File: config.mk
export PLATFORM = sky130hd
export DESIGN_NAME = rv_iopmp_reg_guard
export DESIGN_NICKNAME = d
export VERILOG_FILES = /design/src/rtl/rv_iopmp_reg_pkg.sv /design/src/rtl/rv_iopmp_wdog_cnt.sv /design/src/rtl/rv_iopmp_reg_guard.sv
export SDC_FILE = /design/constraint.sdc
export NUM_CORES = 1
export LEC_CHECK = 0
export ABC_CLOCK_PERIOD_IN_PS = 5300
export BUFFER_PORTS_ARGS = -buffer_cell sky130_fd_sc_hd__buf_4
export CAP_MARGIN = 10
export CORE_UTILIZATION = 40
export CTS_CLUSTER_DIAMETER = 40
export DETAILED_ROUTE_END_ITERATION = 7
export HOLD_SLACK_MARGIN = 0.03
export PLACE_DENSITY = 0.69
export REMOVE_ABC_BUFFERS = 1
export SLEW_MARGIN = 0
export SYNTH_ARGS = -nofsm -noshare
export SYNTH_HDL_FRONTEND = slang
export SYNTH_SLANG_ARGS = --single-unit
File: constraint.sdc
create_clock -name clk_i -period 5.3 [get_ports clk_i]
set_input_delay 0.265 -clock clk_i [delete_from_list [all_inputs] [get_ports clk_i]]
set_output_delay 0.265 -clock clk_i [all_outputs]
set_load 0.005 [all_outputs]
File: src/rtl/rv_iopmp_reg_pkg.sv
// Shared types and helpers for the IOPMP register-bus guard slice.
// Bus widths are fixed here so the request/response structs can live in the package.
package rv_iopmp_reg_pkg;

   localparam int unsigned REG_ADDR_WIDTH = 14;
   localparam int unsigned REG_DATA_WIDTH = 32;
   localparam int unsigned REG_STRB_WIDTH = REG_DATA_WIDTH / 8;

   typedef enum logic [1:0] {
      IDLE = 2'd0,
      FWD  = 2'd1,
      RESP = 2'd2
   } guard_state_e;

   localparam logic [REG_DATA_WIDTH-1:0] TIMEOUT_RDATA = 32'hDEAD_BEEF;

   typedef struct packed {
      logic [REG_ADDR_WIDTH-1:0] addr;
      logic                      write;
      logic [REG_DATA_WIDTH-1:0] wdata;
      logic [REG_STRB_WIDTH-1:0] wstrb;
      logic                      valid;
   } reg_req_t;

   typedef struct packed {
      logic [REG_DATA_WIDTH-1:0] rdata;
      logic                      error;
      logic                      ready;
   } reg_rsp_t;

   // Word-aligned and below the first illegal byte address.
   function automatic logic addr_legal(input logic [REG_ADDR_WIDTH-1:0] addr,
                                       input logic [REG_ADDR_WIDTH-1:0] limit);
      return (addr[1:0] == 2'b00) && (addr < limit);
   endfunction

endpackage

File: src/rtl/rv_iopmp_wdog_cnt.sv
// Watchdog counter: clears, counts while enabled, saturates at the limit.
// hit_o flags an enabled cycle in which the count already sits at the limit.
module rv_iopmp_wdog_cnt #(
   parameter int unsigned WIDTH = 8
) (
   input  logic             clk_i,
   input  logic             rst_i,
   input  logic             clr_i,
   input  logic             en_i,
   input  logic [WIDTH-1:0] limit_i,
   output logic             hit_o
);

   logic [WIDTH-1:0] cnt_q;
   logic [WIDTH-1:0] cnt_d;

   always_comb begin
      cnt_d = cnt_q;
      if (clr_i) begin
         cnt_d = '0;
      end else if (en_i && (cnt_q != limit_i)) begin
         cnt_d = cnt_q + WIDTH'(1);
      end
   end

   always_ff @(posedge clk_i or posedge rst_i) begin
      if (rst_i) begin
         cnt_q <= '0;
      end else begin
         cnt_q <= cnt_d;
      end
   end

   assign hit_o = en_i && (cnt_q == limit_i);

endmodule

File: src/rtl/rv_iopmp_reg_guard.sv
// Registered reg-bus slice in front of the IOPMP register file: filters illegal
// addresses locally and aborts transfers the register file never acknowledges.
module rv_iopmp_reg_guard
   import rv_iopmp_reg_pkg::*;
#(
   parameter int unsigned            ADDR_WIDTH     = REG_ADDR_WIDTH,
   parameter int unsigned            DATA_WIDTH     = REG_DATA_WIDTH,
   parameter logic [ADDR_WIDTH-1:0]  ADDR_LIMIT     = 14'h3000,
   parameter int unsigned            TIMEOUT_CYCLES = 256
) (
   input  logic     clk_i,
   input  logic     rst_i,
   input  reg_req_t slv_req_i,
   output reg_rsp_t slv_rsp_o,
   output reg_req_t mst_req_o,
   input  reg_rsp_t mst_rsp_i,
   output logic     timeout_o,
   input  logic     timeout_clr_i,
   output logic     busy_o
);

   localparam int unsigned          CNT_WIDTH = $clog2(TIMEOUT_CYCLES);
   localparam logic [CNT_WIDTH-1:0] CNT_LIMIT = CNT_WIDTH'(TIMEOUT_CYCLES - 1);

   guard_state_e              state_q;
   logic [ADDR_WIDTH-1:0]     addr_q;
   logic                      write_q;
   logic [DATA_WIDTH-1:0]     wdata_q;
   logic [DATA_WIDTH/8-1:0]   wstrb_q;
   logic [DATA_WIDTH-1:0]     rdata_q;
   logic                      error_q;
   logic                      timeout_q;
   logic                      wdog_hit;

   // Count restarts every idle cycle, so a fresh FWD phase always begins at zero.
   rv_iopmp_wdog_cnt #(
      .WIDTH (CNT_WIDTH)
   ) u_wdog (
      .clk_i   (clk_i),
      .rst_i   (rst_i),
      .clr_i   (state_q == IDLE),
      .en_i    (state_q == FWD),
      .limit_i (CNT_LIMIT),
      .hit_o   (wdog_hit)
   );

   // A late ack after an abort lands in IDLE, where mst_rsp_i is never looked at.
   always_ff @(posedge clk_i or posedge rst_i) begin
      if (rst_i) begin
         state_q   <= IDLE;
         addr_q    <= '0;
         write_q   <= 1'b0;
         wdata_q   <= '0;
         wstrb_q   <= '0;
         rdata_q   <= '0;
         error_q   <= 1'b0;
         timeout_q <= 1'b0;
      end else begin
         if (timeout_clr_i) begin
            timeout_q <= 1'b0;
         end
         case (state_q)
            IDLE: begin
               if (slv_req_i.valid) begin
                  if (addr_legal(slv_req_i.addr, ADDR_LIMIT)) begin
                     addr_q  <= slv_req_i.addr;
                     write_q <= slv_req_i.write;
                     wdata_q <= slv_req_i.wdata;
                     wstrb_q <= slv_req_i.wstrb;
                     state_q <= FWD;
                  end else begin
                     rdata_q <= '0;
                     error_q <= 1'b1;
                     state_q <= RESP;
                  end
               end
            end
            FWD: begin
               if (mst_rsp_i.ready) begin
                  rdata_q <= write_q ? '0 : mst_rsp_i.rdata;
                  error_q <= mst_rsp_i.error;
                  state_q <= RESP;
               end else if (wdog_hit) begin
                  rdata_q   <= TIMEOUT_RDATA;
                  error_q   <= 1'b1;
                  timeout_q <= 1'b1;
                  state_q   <= RESP;
               end
            end
            RESP: begin
               rdata_q <= '0;
               error_q <= 1'b0;
               state_q <= IDLE;
            end
            default: begin
               state_q <= IDLE;
            end
         endcase
      end
   end

   // Payload and response fields are forced to zero outside their valid/ready windows.
   always_comb begin
      mst_req_o = '0;
      slv_rsp_o = '0;
      if (state_q == FWD) begin
         mst_req_o.addr  = addr_q;
         mst_req_o.write = write_q;
         mst_req_o.wdata = wdata_q;
         mst_req_o.wstrb = wstrb_q;
         mst_req_o.valid = 1'b1;
      end
      if (state_q == RESP) begin
         slv_rsp_o.rdata = rdata_q;
         slv_rsp_o.error = error_q;
         slv_rsp_o.ready = 1'b1;
      end
   end

   assign timeout_o = timeout_q;
   assign busy_o    = (state_q != IDLE);

endmodule

* After elaboration in Yosys (flattened, before gate mapping)
Cells that the tools add are included.
Operators by class: reductions and logical operators 11, $add $sub $neg 1, multiplexer cells 24, magnitude comparators 1, equality and inequality tests 7
Operators with widths (count):
- 32-bit two-way mux | 5
- 32-bit case mux with 3 select lines | 1
- 52-bit two-way mux | 1
- 34-bit two-way mux | 1
- 8-bit two-way mux | 2
- 14-bit less-than comparator (second input constant) | 1
- 8-bit by 1-bit adder with 8-bit output (second input constant) | 1
- 8-bit == test (second input constant) | 1
- 1-bit two-way mux | 8
- 2-bit two-way mux | 4
- 8-bit inequality test (second input constant) | 1
- 2-bit logical NOT | 2
- 2-bit inequality test (second input constant) | 2
- 2-bit case mux with 2 select lines | 1
- 4-bit AND reduction | 1
- 2-bit nonzero test | 2
- 1-bit logical AND | 3
- 3-bit inequality test (second input constant) | 1
- 1-bit case mux with 3 select lines | 1
- 3-bit AND reduction | 1
- 3-bit nonzero test | 1
- 2-bit by 1-bit == test with 1-bit output (second input constant) | 1
- 2-bit == test (second input constant) | 1
- 2-bit AND reduction | 1
Word-level totals: bits of input ports 89, output and inout bits 88, bits in registers 95

* Logic depth before layout (Yosys ltp)
depth in word-level cells 5, mapped depth 8

* Modules after synthesis
A second synthesis with hierarchy kept.
Second synthesis, totals: cells, all modules 381, area, all modules 4660.7 um2
By module, submodules not included:
- rv_iopmp_reg_guard | instances 1, cells an instance 329, area each 4107.7 um2
- rv_iopmp_wdog_cnt | instances 1, cells an instance 52, area each 553.0 um2

* Worst setup path before layout
Ideal clock, no wire load.
kind register to register, from register state_q[0], to register wdata_q[20], path buffers 2, data arrival time 1.569 ns, library setup time 0.125 ns, stages on the path, launching flop included 8, path slack 3.607 ns, path through dfrtp_1 inv_1 ha_1 buf_2 nand2_1 nor2_4 buf_4 mux2_2
Between the ends: word-level cells in the longest chain between the ends 2
RTL lines:
- start: declaration | RTL line rv_iopmp_reg_guard.sv:25 | guard_state_e state_q;
- start signal: assignment | RTL line rv_iopmp_reg_guard.sv:50 | state_q <= IDLE;
- start signal: assignment | RTL line rv_iopmp_reg_guard.sv:70 | state_q <= FWD;
- start signal: assignment | RTL line rv_iopmp_reg_guard.sv:74 | state_q <= RESP;
- 2-bit logical NOT | RTL line rv_iopmp_reg_guard.sv:62 | case (state_q)
- 3-bit AND reduction (no source line)
- end signal: assignment | RTL line rv_iopmp_reg_guard.sv:68 | wdata_q <= slv_req_i.wdata;
- end: declaration | RTL line rv_iopmp_reg_guard.sv:28 | logic [DATA_WIDTH-1:0] wdata_q;
No other way between the ends. A chain may end at the register's enable or synchronous reset.

* Worst setup path in the final report
from register state_q[1], to register error_q
Between the ends: word-level cells in the longest chain between the ends 4, elaborated cells on any way between the ends 10, those cells by class 5 x eq/ne; 1 x mux; 4 x reduce/logical
RTL lines:
- 2-bit by 1-bit == test with 1-bit output | RTL line rv_iopmp_reg_guard.sv:42, rv_iopmp_reg_guard.sv:62
- 1-bit logical AND | RTL line rv_iopmp_wdog_cnt.sv:34 | assign hit_o = en_i && (cnt_q == limit_i);
- 3-bit inequality test (no source line)
- 4-bit AND reduction (no source line)
- end signal: assignment | RTL line rv_iopmp_reg_guard.sv:81 | error_q <= mst_rsp_i.error;
- end: declaration | RTL line rv_iopmp_reg_guard.sv:31 | logic error_q;
Several ways; a longest one is shown, not always the timed one.

==> flow_summary.yaml <==
status:
  status: "complete, but fails checks"
  violations: "design-rule violations"
critical_path:
  r2r_cells: 6
  worstPathCellList: "inv_1, ha_2, o21ai_2, o21ai_4, buf_4, mux2_4"
  cp_slowest_cell: "ha_2"
  critPathKind: "flip-flop to flip-flop"
  worstSetupEndpointType: "flip-flop"
  path_max_fanout: 45
  critPathTopFamily: "adder cells"
  critPathBufInv: 2
  startpoint: "state_q[1]"
  critical-path-max-stage-delay_ps: 670
  r2r_start: "state_q[1]"
  startpoint_type: "flip-flop"
  r2r_slack_ps: 2660
  cp.required_ps: 5520
  arrival_ps: 2860
  timing.rr.end: "error_q"
timing:
  setup_slack_ps: 2660
  slew-limit-headroom_pct: 35.9
  hold_viol: 0
  setup_viol: 0
  tns_ps: 0
  timing.fmax_mhz: 379
  fin_skew_ps: 6.21
  grt_setup_unrepaired: "false"
  period_minus_slack_ps: 2640
  period_share_pct: 49.8
  finalMaxSlewViolations: 0
  tightest_slew_ps: 962
finish:
  fin_cells: 750
  fillCellCount: 1017
  layout-drive-gt1-share_pct: 40.7
  fin_nets: 695
  antennaDiodeCount: 0
  area_growth_pct: 35.2
  seq_area_mm2: 0.00238
  multi_input_area_mm2: 0.00210
routing:
  vias: 3617
  drt_wl_total_um: 10800
  vias_per_cell: 4.82
  ant_nets: 0
  dr.pass1.iters: 6
  wl_per_cell_um: 14.4
  drc: 16
  drt_iter0_drc: 217
synth:
  synth_top_cells_by_count: "dfrtp_1 (95), and2_1 (85), mux2_2 (46), inv_1 (39), mux2i_1 (35)"
  synth-edff-count: 0
  yosysWarnings: 0
  synth_area_leaders: "dfrtp_1 (50%), and2_1 (11%), mux2_2 (11%)"
  synth_cell_type_count: 38
  synth-async-reset-ratio_pct: 100
  synth_top_area_share_pct: 49.5
  syn_avg_cell_area_um2: 11.0
  ys.flop_type: "dfrtp_1"
  synth_top_family_by_area: "multiplexers"
  synth_simple_gate_area_share_pct: 17.8
  ys_ff_latch: 95
  synth_xor_area_share_pct: 0.365
  yosysMostFrequentCell: "dfrtp_1"
  ys_seq_area_share_pct: 49.5
  syn_inst: 437
  synthAdderAreaFrac_pct: 1.04
  yosysTopAreaCell: "dfrtp_1"
  muxShareOfSynthArea_pct: 19.1
  synth_area_mm2: 0.00480
  synth_compound_area_share_pct: 5.39
floorplan:
  io_pins: 177
  initial_utilization_pct: 41.5
  die_area_mm2: 0.0124
  core_area_mm2: 0.0116
  rows: 39
  die_h_um: 112
  die_w_um: 112
clock_tree:
  clk_pin_slew_ps: 60
  cts_sinks: 95
  cts_resized: 0
  cts_tree: "built"
  insertion_delay_ps: 330
  cts-root-buf: "clkbuf_16"
  cts_made_buffers: 9
  h-tree-depth: 3
  clk_path_buf_depth: 2
power_and_ir_drop:
  switching_power_uw: 712
  powerDensity_mw_per_mm2: 386
  power.share.switching_pct: 28.5
  p_seq_share_pct: 43.3
  internal_power_mw: 1.79
  total_power_mw: 2.50
  p_leak_nw: 3.22
  pwr-share-comb_pct: 28.6
  p_clk_share_pct: 28.1
  irDropWorstVdd_v: 0.000202
global_routing:
  grtUsageMet3_pct: 4.95
  grt.busiest_layer: "met2"
  antenna_found_initial: 0
  grt_pass1_wl_um: 18200
  grt_overflow: 0
  grt_max_degree: 54
  grt_use_met1_pct: 25.2
  grt_pass1_vias: 3603
  grtUsageTotal_pct: 18.4
  grt.met2_usage_pct: 27.9
run:
  drv_cap: 0
min_path:
  min_from: "timeout_clr_i"
  hp-class: "input pin to flip-flop"
  min_path_cells: 2
  hold_end: "timeout_o"
placed_design:
  dp.cells: 733
  dp_hpwl_um: 7330
  portBuffers: 176
  gp_congestion: 0.760
  dp_slack_ps: 2650
## state kept, by name (all words and copies together) (netlist names)
register      cells
rdata_q          32
error_q           1
u_wdog.cnt_q      8
addr_q           14
wdata_q          32
write_q           1
state_q           2
wstrb_q           4
timeout_o         1
## area by class of cell
| cell class | instances | area share, % |
|---|---|---|
| flip-flops and latches | 95 | 36.6 |
| well taps | 143 | 2.76 |
| inverters | 39 | 2.29 |
| clock buffers | 13 | 4.01 |
| repair buffers | 181 | 21.0 |
| multi-input cells | 276 | 32.3 |
| clock inverters | 3 | 1.00 |
## layer usage
layer / wire [µm] / share of wire (%)
met5: 0 / 0
met4: 149 / 1.4
met3: 852 / 7.9
met2: 4810 / 44
met1: 5010 / 46
## kinds of logic after synthesis
logic type | after synthesis
XOR/XNOR | 2
AO/OA/AOI/OAI | 44
AND/OR/NAND/NOR | 141
flip-flops | 95
buffers and inverters | 66
adder cells (fa/ha/maj) | 4
multiplexers | 85
## how the worst max path moves through the flow
stage	end	depth (start not counted)
2_1_floorplan	error_q	5
3_3_place_gp	error_q	6
3_5_place_dp	error_q	6
4_1_cts	error_q	6
5_1_grt	error_q	6
6_report	error_q	6
## cell usage in the layout, fill, tap and decap left out, types with 9 or more instances in the layout
master,synthesis,routed
o21ai_0,30,30
inv_1,39,38
clkbuf_16,0,9
nand2_1,12,12
nor2b_1,26,26
mux2_2,46,46
mux2i_1,35,35
dfrtp_1,95,95
and2_1,85,85
buf_4,6,180
## worst reg2reg max path, cell delays in order, from the launching register on
cell and delay [ps]:
dfrtp_1 390, inv_1 110, ha_2 670, o21ai_2 320, o21ai_4 190, buf_4 490, mux2_4 350
## power groups by stage
stage                     sequential [mW]  combinational (mW)  clock (mW)
after floorplan                      1.05               0.499           0
after global placement               1.08               0.705           0
after detailed placement             1.10               0.725           0
after CTS                            1.09               0.728       0.720
after global routing                 1.12               0.793       0.751
final                                1.08               0.716       0.703
## stage by stage
| step | util (%) | cell area [µm²] | hold slack (ps) |
|---|---|---|---|
| detailed placement | 53.2 | 6160 | 361 |
| floorplan | - | 4620 | 356 |
| CTS | 56.1 | 6490 | 95.9 |
| global route | 56.1 | 6490 | 92.5 |
| global placement | 53.2 | 6160 | 354 |
| finish | 56.1 | 6490 | 105 |
## repair_timing
action	CTS	global route
buffers inserted	0	0
endpoints found under the hold margin	42	0
hold buffers	1	0
Note: power is estimated with default switching activity, not from simulation.
